===== config.mk =====
export PLATFORM = sky130hd
export DESIGN_NAME = disp_scan_ctrl
export DESIGN_NICKNAME = d
export VERILOG_FILES = /design/src/rtl/disp_scan_ctrl.sv
export SDC_FILE = /design/constraint.sdc
export NUM_CORES = 1
export LEC_CHECK = 0
export CORE_UTILIZATION = 55
export DETAILED_ROUTE_END_ITERATION = 6
export PLACE_DENSITY = 0.76
export SYNTH_ARGS = -nofsm -noshare
export SYNTH_HDL_FRONTEND = slang
export SYNTH_SLANG_ARGS = --single-unit

===== constraint.sdc =====
create_clock -name CLK -period 3.7 [get_ports CLK]
set_clock_uncertainty 0.1 [all_clocks]
set_input_delay 0.555 -clock CLK [delete_from_list [all_inputs] [get_ports CLK]]
set_output_delay 0.555 -clock CLK [all_outputs]
set_load 0.01 [all_outputs]

===== src/rtl/disp_scan_ctrl.sv =====
// Multiplexed 6-digit seven-segment scan controller: register port, paced digit scan
// with guard interval, leading-zero suppression, per-digit blank and blink masks.
module disp_scan_ctrl #(
  parameter int DIGITS    = 6,
  parameter int PRESCALE  = 1000,
  parameter int GUARD     = 1,
  parameter int BLINK_DIV = 64
) (
  input  logic       CLK,
  input  logic       RSTN,
  input  logic       WR_EN,
  input  logic [3:0] WR_ADDR,
  input  logic [5:0] WR_DATA,
  input  logic       ZS,
  output logic [2:0] SEL,
  output logic [5:0] DIG_N,
  output logic [6:0] SEG,
  output logic       FRAME
);

  localparam int PW = (PRESCALE > 1) ? $clog2(PRESCALE) : 1;
  localparam int FW = (BLINK_DIV > 1) ? $clog2(BLINK_DIV) : 1;
  localparam logic [2:0] LAST_SEL = 3'(DIGITS - 1);

  logic [PW-1:0] presc, presc_nx;
  logic [FW-1:0] fcnt, fcnt_nx;
  logic          phase, phase_nx;
  logic [2:0]    sel_nx;
  logic          frame_nx;
  logic          presc_wrap;
  logic [3:0]    digit [DIGITS];
  logic [5:0]    blank, blink;
  logic [5:0]    supp;
  logic          zero_above;
  logic          lit;
  logic [5:0]    dig_nx;
  logic [6:0]    seg_nx;

  function automatic logic [6:0] decode(input logic [3:0] v);
    logic [6:0] s;
    case (v)
      4'h0:    s = 7'b0111111;
      4'h1:    s = 7'b0000110;
      4'h2:    s = 7'b1011011;
      4'h3:    s = 7'b1001111;
      4'h4:    s = 7'b1100110;
      4'h5:    s = 7'b1101101;
      4'h6:    s = 7'b1111101;
      4'h7:    s = 7'b0000111;
      4'h8:    s = 7'b1111111;
      4'h9:    s = 7'b1101111;
      4'hA:    s = 7'b1110111;
      4'hB:    s = 7'b1111100;
      4'hC:    s = 7'b0111001;
      4'hD:    s = 7'b1011110;
      4'hE:    s = 7'b1111001;
      default: s = 7'b1110001;
    endcase
    return s;
  endfunction

  // Outputs are derived from the post-edge scan position and blink phase so that
  // DIG_N/SEG switch on the same edge as SEL; register contents are the pre-edge ones.
  always_comb begin
    presc_wrap = (presc == PW'(PRESCALE - 1));
    presc_nx   = presc_wrap ? '0 : presc + 1'b1;
    frame_nx   = 1'b0;
    sel_nx     = SEL;
    if (SEL > LAST_SEL) begin
      sel_nx = '0;
    end else if (presc_wrap) begin
      if (SEL == LAST_SEL) begin
        sel_nx   = '0;
        frame_nx = 1'b1;
      end else begin
        sel_nx = SEL + 1'b1;
      end
    end

    fcnt_nx  = fcnt;
    phase_nx = phase;
    if (frame_nx) begin
      if (fcnt == FW'(BLINK_DIV - 1)) begin
        fcnt_nx  = '0;
        phase_nx = ~phase;
      end else begin
        fcnt_nx = fcnt + 1'b1;
      end
    end

    supp       = '0;
    zero_above = 1'b1;
    for (int unsigned i = DIGITS - 1; i >= 1; i--) begin
      zero_above = zero_above && (digit[i] == 4'h0);
      supp[i]    = zero_above;
    end

    lit = (presc_nx >= PW'(GUARD)) && !blank[sel_nx] &&
          !(blink[sel_nx] && phase_nx) && !(ZS && supp[sel_nx]);

    dig_nx = lit ? ~(6'b000001 << sel_nx) : '1;
    seg_nx = lit ? decode(digit[sel_nx]) : '0;
  end

  always_ff @(posedge CLK or negedge RSTN) begin
    if (!RSTN) begin
      presc <= '0;
      fcnt  <= '0;
      phase <= 1'b0;
      SEL   <= '0;
      DIG_N <= '1;
      SEG   <= '0;
      FRAME <= 1'b0;
    end else begin
      presc <= presc_nx;
      fcnt  <= fcnt_nx;
      phase <= phase_nx;
      SEL   <= sel_nx;
      DIG_N <= dig_nx;
      SEG   <= seg_nx;
      FRAME <= frame_nx;
    end
  end

  always_ff @(posedge CLK or negedge RSTN) begin
    if (!RSTN) begin
      for (int unsigned i = 0; i < DIGITS; i++) digit[i] <= '0;
      blank <= '0;
      blink <= '0;
    end else if (WR_EN) begin
      if (WR_ADDR < 4'd6)       digit[WR_ADDR[2:0]] <= WR_DATA[3:0];
      else if (WR_ADDR == 4'd6) blank <= WR_DATA;
      else if (WR_ADDR == 4'd7) blink <= WR_DATA;
    end
  end

endmodule


==> results.md <==
* Final ANT Viol Nets at 0
* Die Footprint at 0.00785 mm²
* Ratio of cells with drive above 1 in the final layout at 21.1%
* Post-synth EDFFs at 0
* Seq/Total Area, Yosys at 42.6%
* Resize count post-CTS at 0
* Flop pwr share at 47.4%
* Yosys reg bits at 70
* Critical path buffers and inverters at 1
* Vias in the first global route at 2,934
* Sw frac at 28.3%
* H-tree levels at 3
* Clock power share at 31.9%
* Vias per std cell at 6.27
* Synth area leaders: dfrtp_1 39%, mux2_2 9.6%, dfstp_2 3.8%
* Worst Setup Start Kind: flip-flop
* Worst stage delay on the critical path at 0.46 ns
* CTS Buf Count at 9
* Critical path class: flip-flop to flip-flop
* Status: completed
* Maximum VDD drop at 0.333 mV
* CTS Sinks at 70
* Unrepaired setup endpoints after global routing: false
* P_int at 1.50 mW
* Setup bufs post-CTS at 0
* First DRT Iteration DRCs at 302
* Mapped Nets at 410
* Clock Tree Root: clkbuf_8
* Yosys top cell area share at 38.8%
* Layout area overhead at 14.2%
* Max-slew headroom at 49.9%
* Via Count at 3,266
* Worst flop-to-flop path endpoint: SEG[3]
* Clock Pin Slew Worst Setup and Hold Paths at 0.07 ns
* Maximum fanout along the worst path at 9
* Worst-Margin Slew at 0.752 ns
* Net switching power at 0.593 mW
* Data arrival, critical path at 3.51 ns
* Netlist cell types at 68
* Antenna Cells at 0
* Initial core utilization at 56.9%
* Worst Setup SP: presc[0]
* CTS tree: yes
* Placer congestion estimate at 1.00
* Slew Viols, Final at 0
* Hold WC Path Type: input pin to asynchronous set/reset pin
* Fmax at 300 MHz
* Critical path required time at 3.88 ns
* Worst skew pair latency at 0.35 ns
* Worst hold slack at 0.160 ns
* Initial antenna violation count at 0
* Critical path, cell by cell: ha_1, and3_1, a31oi_1, a22oi_1, o221ai_1, a21oi_1, inv_1, ha_1, mux4_2, nor2_1
* # rows at 31
* DPL Wire Length at 6970 µm
* GRT Util Overall at 25.9%
* Max_cap viols at 0
* Hold buffers post-CTS at 0
* Primary FF master, synth: dfrtp_1
* Total power at 2.10 mW
* Grt ovf at 0
* Number of remaining DRC errors at 0
* Delay-heaviest family, CP: compound AO/OA/AOI/OAI gates
* Largest net degree at the start of global routing at 37
* Leak pwr at 1.95 nW
* Dominant cell type by area after synthesis: dfrtp_1
* Endpoint class of the critical path: flip-flop
* WL/cell at 18.0 µm
* Gate Count Post-Synth at 388
* Final instance area at 0.00471 mm²
* Reg-to-reg critical path startpoint: presc[0]
* WL final at 9390 µm
* Buffers on Ports at 30
* Syn_area_per_cell at 10.6 µm²
* Top Ports at 31
* CP max stage cell: mux4_2
* PD cells at 445 mW/mm²
* Hold Violations, Final at 0
* Most common cell after layout, fill and taps aside: dfrtp_1
* R2r setup slk at 0.37 ns
* Mapped cell area at 0.00413 mm²
* Die width at 88.6 µm
* Final Cycle Share at 90.0%
* Ys Warns at 0
* Setup TNS at 0 ns
* Commonest non-fill, non-tap cells in the layout: 64 x dfrtp_1, 35 x mux2_2, 29 x clkdlybuf4s50_1
* Min Tclk post-route at 3.33 ns
* Clock tree buffer depth at 2
* NumNets Final at 439
* First-pass GRT wire length at 15,100 µm
* FFs w/ async S/R, synth at 100%
* Comb pwr share at 20.8%
* Endpoints failing setup at 0
* Placed Area at 0.00450 mm²
* Core footprint at 0.00725 mm²
* Drt pass-1 iters at 5
* Die height at 88.6 µm
* Layout fillers at 575
* Worst reg2reg path depth at 10
* Worst path most repeated cell: ha_1
[flip-flops by register name (all words and copies together) (netlist names)]
name and cells:
blank 6, fcnt 6, blink 6, phase 1, SEG 7, presc 10, DIG_N 6, FRAME 1
digit 24, SEL 3
[layout make-up]
type	count	area, µm²	area share (%)
clock buffers	10	128	2.71
flip-flops and latches	70	1760	37.3
inverters	14	52.6	1.12
repair buffers	41	378	8.02
clock inverters	6	86.3	1.83
well taps	99	124	2.63
multi-input cells	281	2180	46.4
[synth_stat cells (all sizes together), types with 6 or more instances]
cell type,number
mux2i,15
mux2,35
nand2,22
dfstp,6
nor4,9
ha,8
nand3,12
a21oi,11
a31oi,6
inv,14
nor2b,8
nand4,6
and3,9
o31ai,9
o21ai,15
buf,18
dfrtp,64
a22oi,9
nor3,7
nor2,19
[power by group through the flow]
stage | Sequential, mW | Combinational, mW | Clock (mW)
global route | 1.01 | 0.478 | 0.704
CTS | 0.991 | 0.436 | 0.678
global placement | 1.00 | 0.425 | 0
detailed placement | 1.00 | 0.433 | 0
finish | 0.993 | 0.435 | 0.668
floorplan | 0.982 | 0.280 | 0
[worst max path at each step]
stage             end  slack [ns]  depth (start not counted)
6_report       SEG[3]        0.37                         10
5_1_grt        SEG[0]        0.10                         12
4_1_cts        SEG[3]        0.41                         10
3_5_place_dp   SEG[3]        0.42                         10
3_3_place_gp   SEG[3]        0.51                         10
2_1_floorplan  SEG[3]        0.76                         11
[worst reg2reg max path, cell delays in order (launching register included)]
cell	delay, ns
dfrtp_1	0.41
ha_1	0.33
and3_1	0.38
a31oi_1	0.33
a22oi_1	0.28
o221ai_1	0.14
a21oi_1	0.36
inv_1	0.15
ha_1	0.24
mux4_2	0.46
nor2_1	0.10
[through the flow]
step | worst slack, ns | std cells | util [%]
after floorplan | 0.756 | 388 | -
after global placement | 0.511 | 505 | 62.0
after detailed placement | 0.423 | 505 | 62.0
after CTS | 0.413 | 521 | 65.0
after global routing | 0.100 | 521 | 65.0
final | 0.370 | 521 | 65.0
[layer usage]
| layer | vias to the layer above | share of wire (%) | track usage (%) |
|---|---|---|---|
| li1 | 1513 | - | - |
| met1 | 1602 | 48 | 37.4 |
| met2 | 129 | 45 | 39.4 |
| met3 | 22 | 5.2 | 3.54 |
| met4 | 0 | 2.1 | 9.97 |
| met5 | - | 0 | 0 |
[kinds of logic (layout without fill, tap and decap cells)]
family | count (synthesis) | after routing | synth area share [%]
AND/OR/NAND/NOR | 124 | 124 | 18.3
buffers and inverters | 37 | 71 | 4.43
flip-flops | 70 | 70 | 42.6
multiplexers | 51 | 51 | 13.7
adder cells (fa/ha/maj) | 8 | 8 | 2.43
AO/OA/AOI/OAI | 89 | 89 | 16.6
XOR/XNOR | 9 | 9 | 1.91
Note: power is estimated with default switching activity, not from simulation.
